<file path="src/rtl/sim_run_monitor_if.sv">
// Observation bundle between the processor under test and sim_run_monitor.
// master drives the observed streams, slave is the monitor that reports the verdict.
interface sim_run_monitor_if #(
    parameter int NUM_HARTS = 1,
    parameter int ADDR_W    = 32,
    parameter int CNT_W     = 32
);
    localparam int HART_W = (NUM_HARTS > 1) ? $clog2(NUM_HARTS) : 1;

    logic [NUM_HARTS-1:0][ADDR_W-1:0] pc_i;
    logic [NUM_HARTS-1:0]             pc_valid_i;
    logic                             mem_en_i;
    logic                             done_i;
    logic                             done_o;
    logic                             pass_o;
    logic [3:0]                       fail_code_o;
    logic [HART_W-1:0]                fail_hart_o;
    logic [CNT_W-1:0]                 cycle_count_o;
    logic [NUM_HARTS-1:0][CNT_W-1:0]  instr_count_o;

    modport master (
        output pc_i, pc_valid_i, mem_en_i, done_i,
        input  done_o, pass_o, fail_code_o, fail_hart_o, cycle_count_o, instr_count_o
    );

    modport slave (
        input  pc_i, pc_valid_i, mem_en_i, done_i,
        output done_o, pass_o, fail_code_o, fail_hart_o, cycle_count_o, instr_count_o
    );
endinterface

</file>
<file path="src/rtl/sim_run_monitor.sv">
// Run supervisor for N PC streams: bounded run window, alignment and stall checks,
// retired-instruction counts and a registered pass/fail verdict. Observes only.
module sim_run_monitor #(
    parameter int NUM_HARTS    = 1,
    parameter int ADDR_W       = 32,
    parameter int CNT_W        = 32,
    parameter int RUN_CYCLES   = 5000,
    parameter int MIN_CYCLES   = 200,
    parameter int STALL_LIMIT  = 64,
    parameter int ALIGN_MODE   = 0,
    parameter int ABORT_ON_ERR = 1
) (
    input logic              clk,
    input logic              reset,
    sim_run_monitor_if.slave bus
);
    localparam int               HART_W  = (NUM_HARTS > 1) ? $clog2(NUM_HARTS) : 1;
    localparam logic [CNT_W-1:0] CNT_MAX = '1;
    localparam logic [CNT_W-1:0] RUN_LIM = CNT_W'(RUN_CYCLES);
    localparam logic [CNT_W-1:0] MIN_LIM = CNT_W'(MIN_CYCLES);

    typedef enum logic [1:0] {IDLE, RUN, CHECK, DONE} state_t;

    state_t                          state;
    logic [CNT_W-1:0]                cycle_count;
    logic [CNT_W-1:0]                cyc_nxt;
    logic [3:0]                      fail_code;
    logic [3:0]                      final_code;
    logic [HART_W-1:0]               fail_hart;
    logic [HART_W-1:0]               first_hart;
    logic                            mem_seen;
    logic                            done_q;
    logic                            pass_q;
    logic                            run;
    logic                            err_any;
    logic                            exit_run;
    logic [NUM_HARTS-1:0]            misalign;
    logic [NUM_HARTS-1:0]            stall;
    logic [NUM_HARTS-1:0]            err_vec;
    logic [NUM_HARTS-1:0][CNT_W-1:0] instr_count;

    assign run = (state == RUN);

    for (genvar h = 0; h < NUM_HARTS; h++) begin : g_hart
        sim_run_monitor_hart #(
            .ADDR_W     (ADDR_W),
            .CNT_W      (CNT_W),
            .STALL_LIMIT(STALL_LIMIT),
            .ALIGN_MODE (ALIGN_MODE)
        ) u_hart (
            .clk        (clk),
            .reset      (reset),
            .run        (run),
            .pc         (bus.pc_i[h]),
            .pc_valid   (bus.pc_valid_i[h]),
            .misalign   (misalign[h]),
            .stall      (stall[h]),
            .instr_count(instr_count[h])
        );
    end

    assign err_vec    = misalign | stall;
    assign err_any    = |err_vec;
    assign cyc_nxt    = (cycle_count == CNT_MAX) ? cycle_count : cycle_count + 1'b1;
    // Window expiry is judged on the incremented value so the exiting cycle is counted.
    assign exit_run   = bus.done_i || (cyc_nxt >= RUN_LIM) || ((ABORT_ON_ERR != 0) && err_any);
    assign final_code = {~mem_seen, (cycle_count < MIN_LIM), fail_code[1:0]};

    always_comb begin
        first_hart = '0;
        for (int h = NUM_HARTS - 1; h >= 0; h--) begin
            if (err_vec[h]) first_hart = HART_W'(h);
        end
    end

    always_ff @(posedge clk) begin
        if (reset) begin
            state       <= IDLE;
            cycle_count <= '0;
            fail_code   <= '0;
            fail_hart   <= '0;
            mem_seen    <= 1'b0;
            done_q      <= 1'b0;
            pass_q      <= 1'b0;
        end else begin
            case (state)
                IDLE: state <= RUN;
                RUN: begin
                    cycle_count <= cyc_nxt;
                    mem_seen    <= mem_seen | bus.mem_en_i;
                    fail_code   <= fail_code | {2'b00, |stall, |misalign};
                    // Only the first erroring cycle names the hart.
                    if (err_any && (fail_code[1:0] == 2'b00)) fail_hart <= first_hart;
                    if (exit_run) state <= CHECK;
                end
                CHECK: begin
                    fail_code <= final_code;
                    pass_q    <= (final_code == 4'b0000);
                    done_q    <= 1'b1;
                    state     <= DONE;
                end
                default: state <= DONE;
            endcase
        end
    end

    assign bus.done_o        = done_q;
    assign bus.pass_o        = pass_q;
    assign bus.fail_code_o   = fail_code;
    assign bus.fail_hart_o   = fail_hart;
    assign bus.cycle_count_o = cycle_count;
    assign bus.instr_count_o = instr_count;
endmodule

// Per-hart checker: retired-instruction counter, alignment check and stall watchdog.
module sim_run_monitor_hart #(
    parameter int ADDR_W      = 32,
    parameter int CNT_W       = 32,
    parameter int STALL_LIMIT = 64,
    parameter int ALIGN_MODE  = 0
) (
    input  logic              clk,
    input  logic              reset,
    input  logic              run,
    input  logic [ADDR_W-1:0] pc,
    input  logic              pc_valid,
    output logic              misalign,
    output logic              stall,
    output logic [CNT_W-1:0]  instr_count
);
    localparam logic [CNT_W-1:0] CNT_MAX = '1;
    localparam logic [CNT_W-1:0] LIMIT   = CNT_W'(STALL_LIMIT);

    logic [ADDR_W-1:0] last_pc;
    logic              have_last;
    logic [CNT_W-1:0]  stall_cnt;
    logic [CNT_W-1:0]  stall_nxt;
    logic              sample;
    logic              same_pc;

    assign sample  = run && pc_valid;
    assign same_pc = have_last && (pc == last_pc);

    always_comb begin
        stall_nxt = stall_cnt;
        if (sample) begin
            if (!same_pc)                 stall_nxt = '0;
            else if (stall_cnt != CNT_MAX) stall_nxt = stall_cnt + 1'b1;
        end
    end

    assign misalign = sample && ((ALIGN_MODE != 0) ? pc[0] : (pc[1:0] != 2'b00));
    assign stall    = (STALL_LIMIT != 0) && sample && same_pc && (stall_nxt >= LIMIT);

    always_ff @(posedge clk) begin
        if (reset) begin
            last_pc     <= '0;
            have_last   <= 1'b0;
            stall_cnt   <= '0;
            instr_count <= '0;
        end else if (sample) begin
            last_pc   <= pc;
            have_last <= 1'b1;
            stall_cnt <= stall_nxt;
            if (instr_count != CNT_MAX) instr_count <= instr_count + 1'b1;
        end
    end
endmodule

</file>
<file path="src/flat_wrapper.sv">
// flat-port wrapper written by rule: the top's interface ports become plain ports
module sim_run_monitor_flat 
#(
    parameter int NUM_HARTS    = 1,
    parameter int ADDR_W       = 32,
    parameter int CNT_W        = 32,
    parameter int RUN_CYCLES   = 5000,
    parameter int MIN_CYCLES   = 200,
    parameter int STALL_LIMIT  = 64,
    parameter int ALIGN_MODE   = 0,
    parameter int ABORT_ON_ERR = 1
)
  (clk, reset, bus_pc_i, bus_pc_valid_i, bus_mem_en_i, bus_done_i, bus_done_o, bus_pass_o, bus_fail_code_o, bus_fail_hart_o, bus_cycle_count_o, bus_instr_count_o);
  sim_run_monitor_if #(.NUM_HARTS(NUM_HARTS), .ADDR_W(ADDR_W), .CNT_W(CNT_W)) bus_i ();
  input logic clk;
  input logic reset;
  input wire logic [$bits(bus_i.pc_i)-1:0] bus_pc_i;
  input wire logic [$bits(bus_i.pc_valid_i)-1:0] bus_pc_valid_i;
  input wire logic [$bits(bus_i.mem_en_i)-1:0] bus_mem_en_i;
  input wire logic [$bits(bus_i.done_i)-1:0] bus_done_i;
  output wire logic [$bits(bus_i.done_o)-1:0] bus_done_o;
  output wire logic [$bits(bus_i.pass_o)-1:0] bus_pass_o;
  output wire logic [$bits(bus_i.fail_code_o)-1:0] bus_fail_code_o;
  output wire logic [$bits(bus_i.fail_hart_o)-1:0] bus_fail_hart_o;
  output wire logic [$bits(bus_i.cycle_count_o)-1:0] bus_cycle_count_o;
  output wire logic [$bits(bus_i.instr_count_o)-1:0] bus_instr_count_o;
  assign bus_i.pc_i = bus_pc_i;
  assign bus_i.pc_valid_i = bus_pc_valid_i;
  assign bus_i.mem_en_i = bus_mem_en_i;
  assign bus_i.done_i = bus_done_i;
  assign bus_done_o = bus_i.done_o;
  assign bus_pass_o = bus_i.pass_o;
  assign bus_fail_code_o = bus_i.fail_code_o;
  assign bus_fail_hart_o = bus_i.fail_hart_o;
  assign bus_cycle_count_o = bus_i.cycle_count_o;
  assign bus_instr_count_o = bus_i.instr_count_o;
  sim_run_monitor #(.NUM_HARTS(NUM_HARTS), .ADDR_W(ADDR_W), .CNT_W(CNT_W), .RUN_CYCLES(RUN_CYCLES), .MIN_CYCLES(MIN_CYCLES), .STALL_LIMIT(STALL_LIMIT), .ALIGN_MODE(ALIGN_MODE), .ABORT_ON_ERR(ABORT_ON_ERR)) u_core (.clk(clk), .reset(reset), .bus(bus_i));
endmodule
</file>
<file path="config.mk">
export PLATFORM = sky130hd
export DESIGN_NAME = sim_run_monitor_flat
export DESIGN_NICKNAME = d
export VERILOG_FILES = /design/src/rtl/sim_run_monitor_if.sv /design/src/rtl/sim_run_monitor.sv /design/src/flat_wrapper.sv
export SDC_FILE = /design/constraint.sdc
export NUM_CORES = 1
export LEC_CHECK = 0
export CAP_MARGIN = 10
export CORE_ASPECT_RATIO = 2
export CORE_MARGIN = 10
export CORE_UTILIZATION = 48
export CTS_BUF_LIST = sky130_fd_sc_hd__clkbuf_8 sky130_fd_sc_hd__clkbuf_16
export DETAILED_ROUTE_END_ITERATION = 10
export PLACE_DENSITY = 0.76
export SLEW_MARGIN = 15
export SYNTH_ARGS = -nofsm -noshare
export SYNTH_HDL_FRONTEND = slang
export SYNTH_SLANG_ARGS = --single-unit
</file>
<file path="constraint.sdc">
create_clock -name clk -period 4.2 [get_ports clk]
set_clock_uncertainty 0.15 [all_clocks]
set_input_delay 0.42 -clock clk [delete_from_list [all_inputs] [get_ports clk]]
set_output_delay 0.42 -clock clk [all_outputs]
set_load 0.005 [all_outputs]
</file>
==> reports/metrics.yaml <==
power_and_ir_drop:
  p_int_mw: 2.48
  power_frac_comb: 0.068
  ir_drop_uv: 248
  power_per_cell_area_nw_per_um2: 325
  sw_frac_of_total: 0.239
  netSwitchingPower_mw: 0.776
  clockPowerShare: 0.515
  p_seq_frac: 0.417
  p_leak_nw: 3.28
yosys:
  synth_edf_count: 0
  synth_common_cells: "dfxtp_1, nand2_1, nor2_1"
  synthCells: 1071
  synth_cell_types: 82
  ys_seq_elements: 138
  yosys-top-cells-area: "dfxtp_1, nand2_1, xnor2_1, nor2_1, a21oi_1"
  ys_warn_count: 0
  syn_area_um2: 8240
  synth_fp_nets: 1111
  yosysMostFrequentCell: "dfxtp_1"
  synth_top_area_frac: 0.335
  synth_seq_area_share: 0.335
  synth-async-reset-ratio: 0
  synth.avg_cell_area_um2: 7.69
  ys.flop_type: "dfxtp_1"
  yosysTopAreaCell: "dfxtp_1"
route:
  num_vias: 8376
  drtIter0Drc: 564
  ant_nets: 0
  viasPerCell: 6.11
  route.detailed.drc: 0
  drtPass1Iterations: 7
  drt_wl_total_mm: 26.8
  detail_route.wl_per_cell_um: 19.5
finish:
  nets: 1190
  fin_area_um2: 10000
  areaGrowthSynthToFinish_pct: 21.4
  fillers: 1545
  final_cells: 1371
  final_layout_size_suffix_gt1_frac: 0.0851
critical_path:
  r2r-end: "u_core.state[0]"
  r2r-start: "u_core.g_hart[0].u_hart.stall_cnt[20]"
  reg2reg_depth: 9
  start_kind: "register"
  end_kind: "register"
  worst-path-max-fanout: 9
  ff2ff_setup_slack_ps: 290
  arrival_ps: 4100
  criticalPathCategory: "register to register"
  cp-startpoint: "u_core.g_hart[0].u_hart.stall_cnt[20]"
  crit_required_ps: 4390
sta:
  tightest_slew_ps: 730
  finalHoldViolations: 0
  fin_tns_setup_ps: 0
  slew_headroom: 0.507
  fin_crit_sh: 0.932
  maxSlewViolCount: 0
  whs_ps: 294
  rsz0062_at_grt: "false"
  fmax_mhz: 255
  fin_crit_ps: 3910
  fin_ws_ps: 286
  setup_viol: 0
clocking:
  insertion_delay_ps: 420
  cts_tree: "done"
  cts_setup_buffers: 0
  cts-htree-levels: 4
  cts_hold_buf: 0
  root_buffer: "clkbuf_16"
  ctsResizeCount: 0
  cts_num_sinks: 138
  clk_pin_slew_worst_paths_ps: 70
  cts_buffer_depth: 2
  cts_buffers: 17
hold_path:
  hold_end: "u_core.g_hart[0].u_hart.have_last"
  hold_depth: 2
  hp-start: "reset"
  hp-class: "primary input to register"
grt:
  antenna_found_initial: 1
  grt_first_pass_wirelength_mm: 43.1
  groute.usage.overall: 0.227
  grt_pass1_vias: 8388
  grt_start_max_net_pins: 49
  grt_overflow_total: 0
floorplanning:
  dieArea_um2: 23100
  fp.dieW_um: 113
  start_util: 0.489
  io_pins: 108
  core_um2: 16800
  fp-row-count: 67
  dieHeight_um: 205
status:
  status: "complete, no violations"
placement:
  placed_cell_area_um2: 9340
  place.port_buffers: 106
  dp_hpwl_mm: 20.1
  gp_congestion: 1.02
  pre_cts_slack_ps: 423
  place_inst: 1338
run:
  maxCapViolCount: 0
-- area by class of cell --
type                    count  area [µm²]  share of cell area
multi-input cells         838        4950               0.495
flip-flops and latches    138        2760               0.276
repair buffers            140        1310               0.131
clock buffers              19         453              0.0453
well taps                 207         259              0.0259
clock inverters            13         204              0.0204
inverters                  15        56.3             0.00563
diodes                      1        2.50            0.000250
-- placed cells by master, fill, tap and decap left out, drive strengths merged, types with 8 or more instances in the layout --
cell type | netlist | layout
nand4 | 56 | 56
and2 | 16 | 16
inv | 15 | 21
clkbuf | 55 | 19
nand2 | 133 | 133
or4 | 10 | 10
nor4 | 24 | 24
buf | 24 | 35
xor2 | 39 | 39
nand3 | 51 | 51
nor2 | 123 | 123
and4 | 18 | 18
clkdlybuf4s50 | 0 | 105
or3 | 24 | 24
a21oi | 81 | 81
dfxtp | 138 | 138
and3 | 24 | 24
nor3 | 30 | 30
nand2b | 8 | 8
o21ai | 38 | 38
a211oi | 9 | 9
xnor2 | 56 | 56
-- state kept, by name, indices dropped and copies added, names as in the netlist, 2 cells and up --
register,cells
u_core.state,2
u_core.bus.cycle_count_o,32
u_core.g_hart.u_hart.instr_count,32
u_core.bus.fail_code_o,4
u_core.g_hart.u_hart.stall_cnt,32
u_core.g_hart.u_hart.last_pc,32
-- worst max path at each step --
stage / end / slack [ps] / cells after the start
CTS: u_core.state[0] / 400 / 9
global route: u_core.state[0] / 90 / 9
floorplan: u_core.state[0] / 900 / 11
detailed placement: u_core.state[0] / 420 / 9
global placement: u_core.state[0] / 390 / 9
finish: u_core.state[0] / 290 / 9
-- kinds of logic after synthesis --
kind of cell    after synthesis  synth area share
mux                           6           0.00744
compound gates              194             0.149
flops                       138             0.335
simple gates                539             0.337
fa+ha+maj                     3           0.00456
other cells                   1          0.000455
buf+inv                      95            0.0644
xor+xnor                     95             0.101
-- worst max-delay path, stage by stage (launching register included) --
cell	delay (ps)
dfxtp_1	520
nand4_1	200
or4_1	650
o311ai_0	670
mux2i_1	430
o221ai_1	220
nor3b_1	240
nand4_1	150
or2_2	350
a221oi_2	250
-- metrics by stage --
step / power (mW) / utilization
finish: 3.25 / 0.593
global route: 3.36 / 0.593
CTS: 3.28 / 0.593
detailed placement: 1.61 / 0.554
global placement: 1.60 / 0.554
floorplan: 1.51 / -
-- routing by layer --
layer | wire length (µm) | share of wire | GRT usage | up-vias
met3 | 1350 | 0.050 | 0.0461 | 131
met1 | 9300 | 0.35 | 0.213 | 3909
met2 | 14100 | 0.53 | 0.411 | 334
met5 | 0 | 0 | 0 | -
met4 | 2060 | 0.077 | 0.185 | 0
li1 | - | - | - | 4002
-- power by group through the flow --
stage          Clock, mW  Sequential, mW  Combinational, mW
2_1_floorplan          0            1.38              0.128
4_1_cts             1.70            1.36              0.222
3_5_place_dp           0            1.39              0.222
3_3_place_gp           0            1.39              0.219
6_report            1.68            1.36              0.220
5_1_grt             1.75            1.36              0.242
No activity file was read; power rests on OpenSTA's default activity.
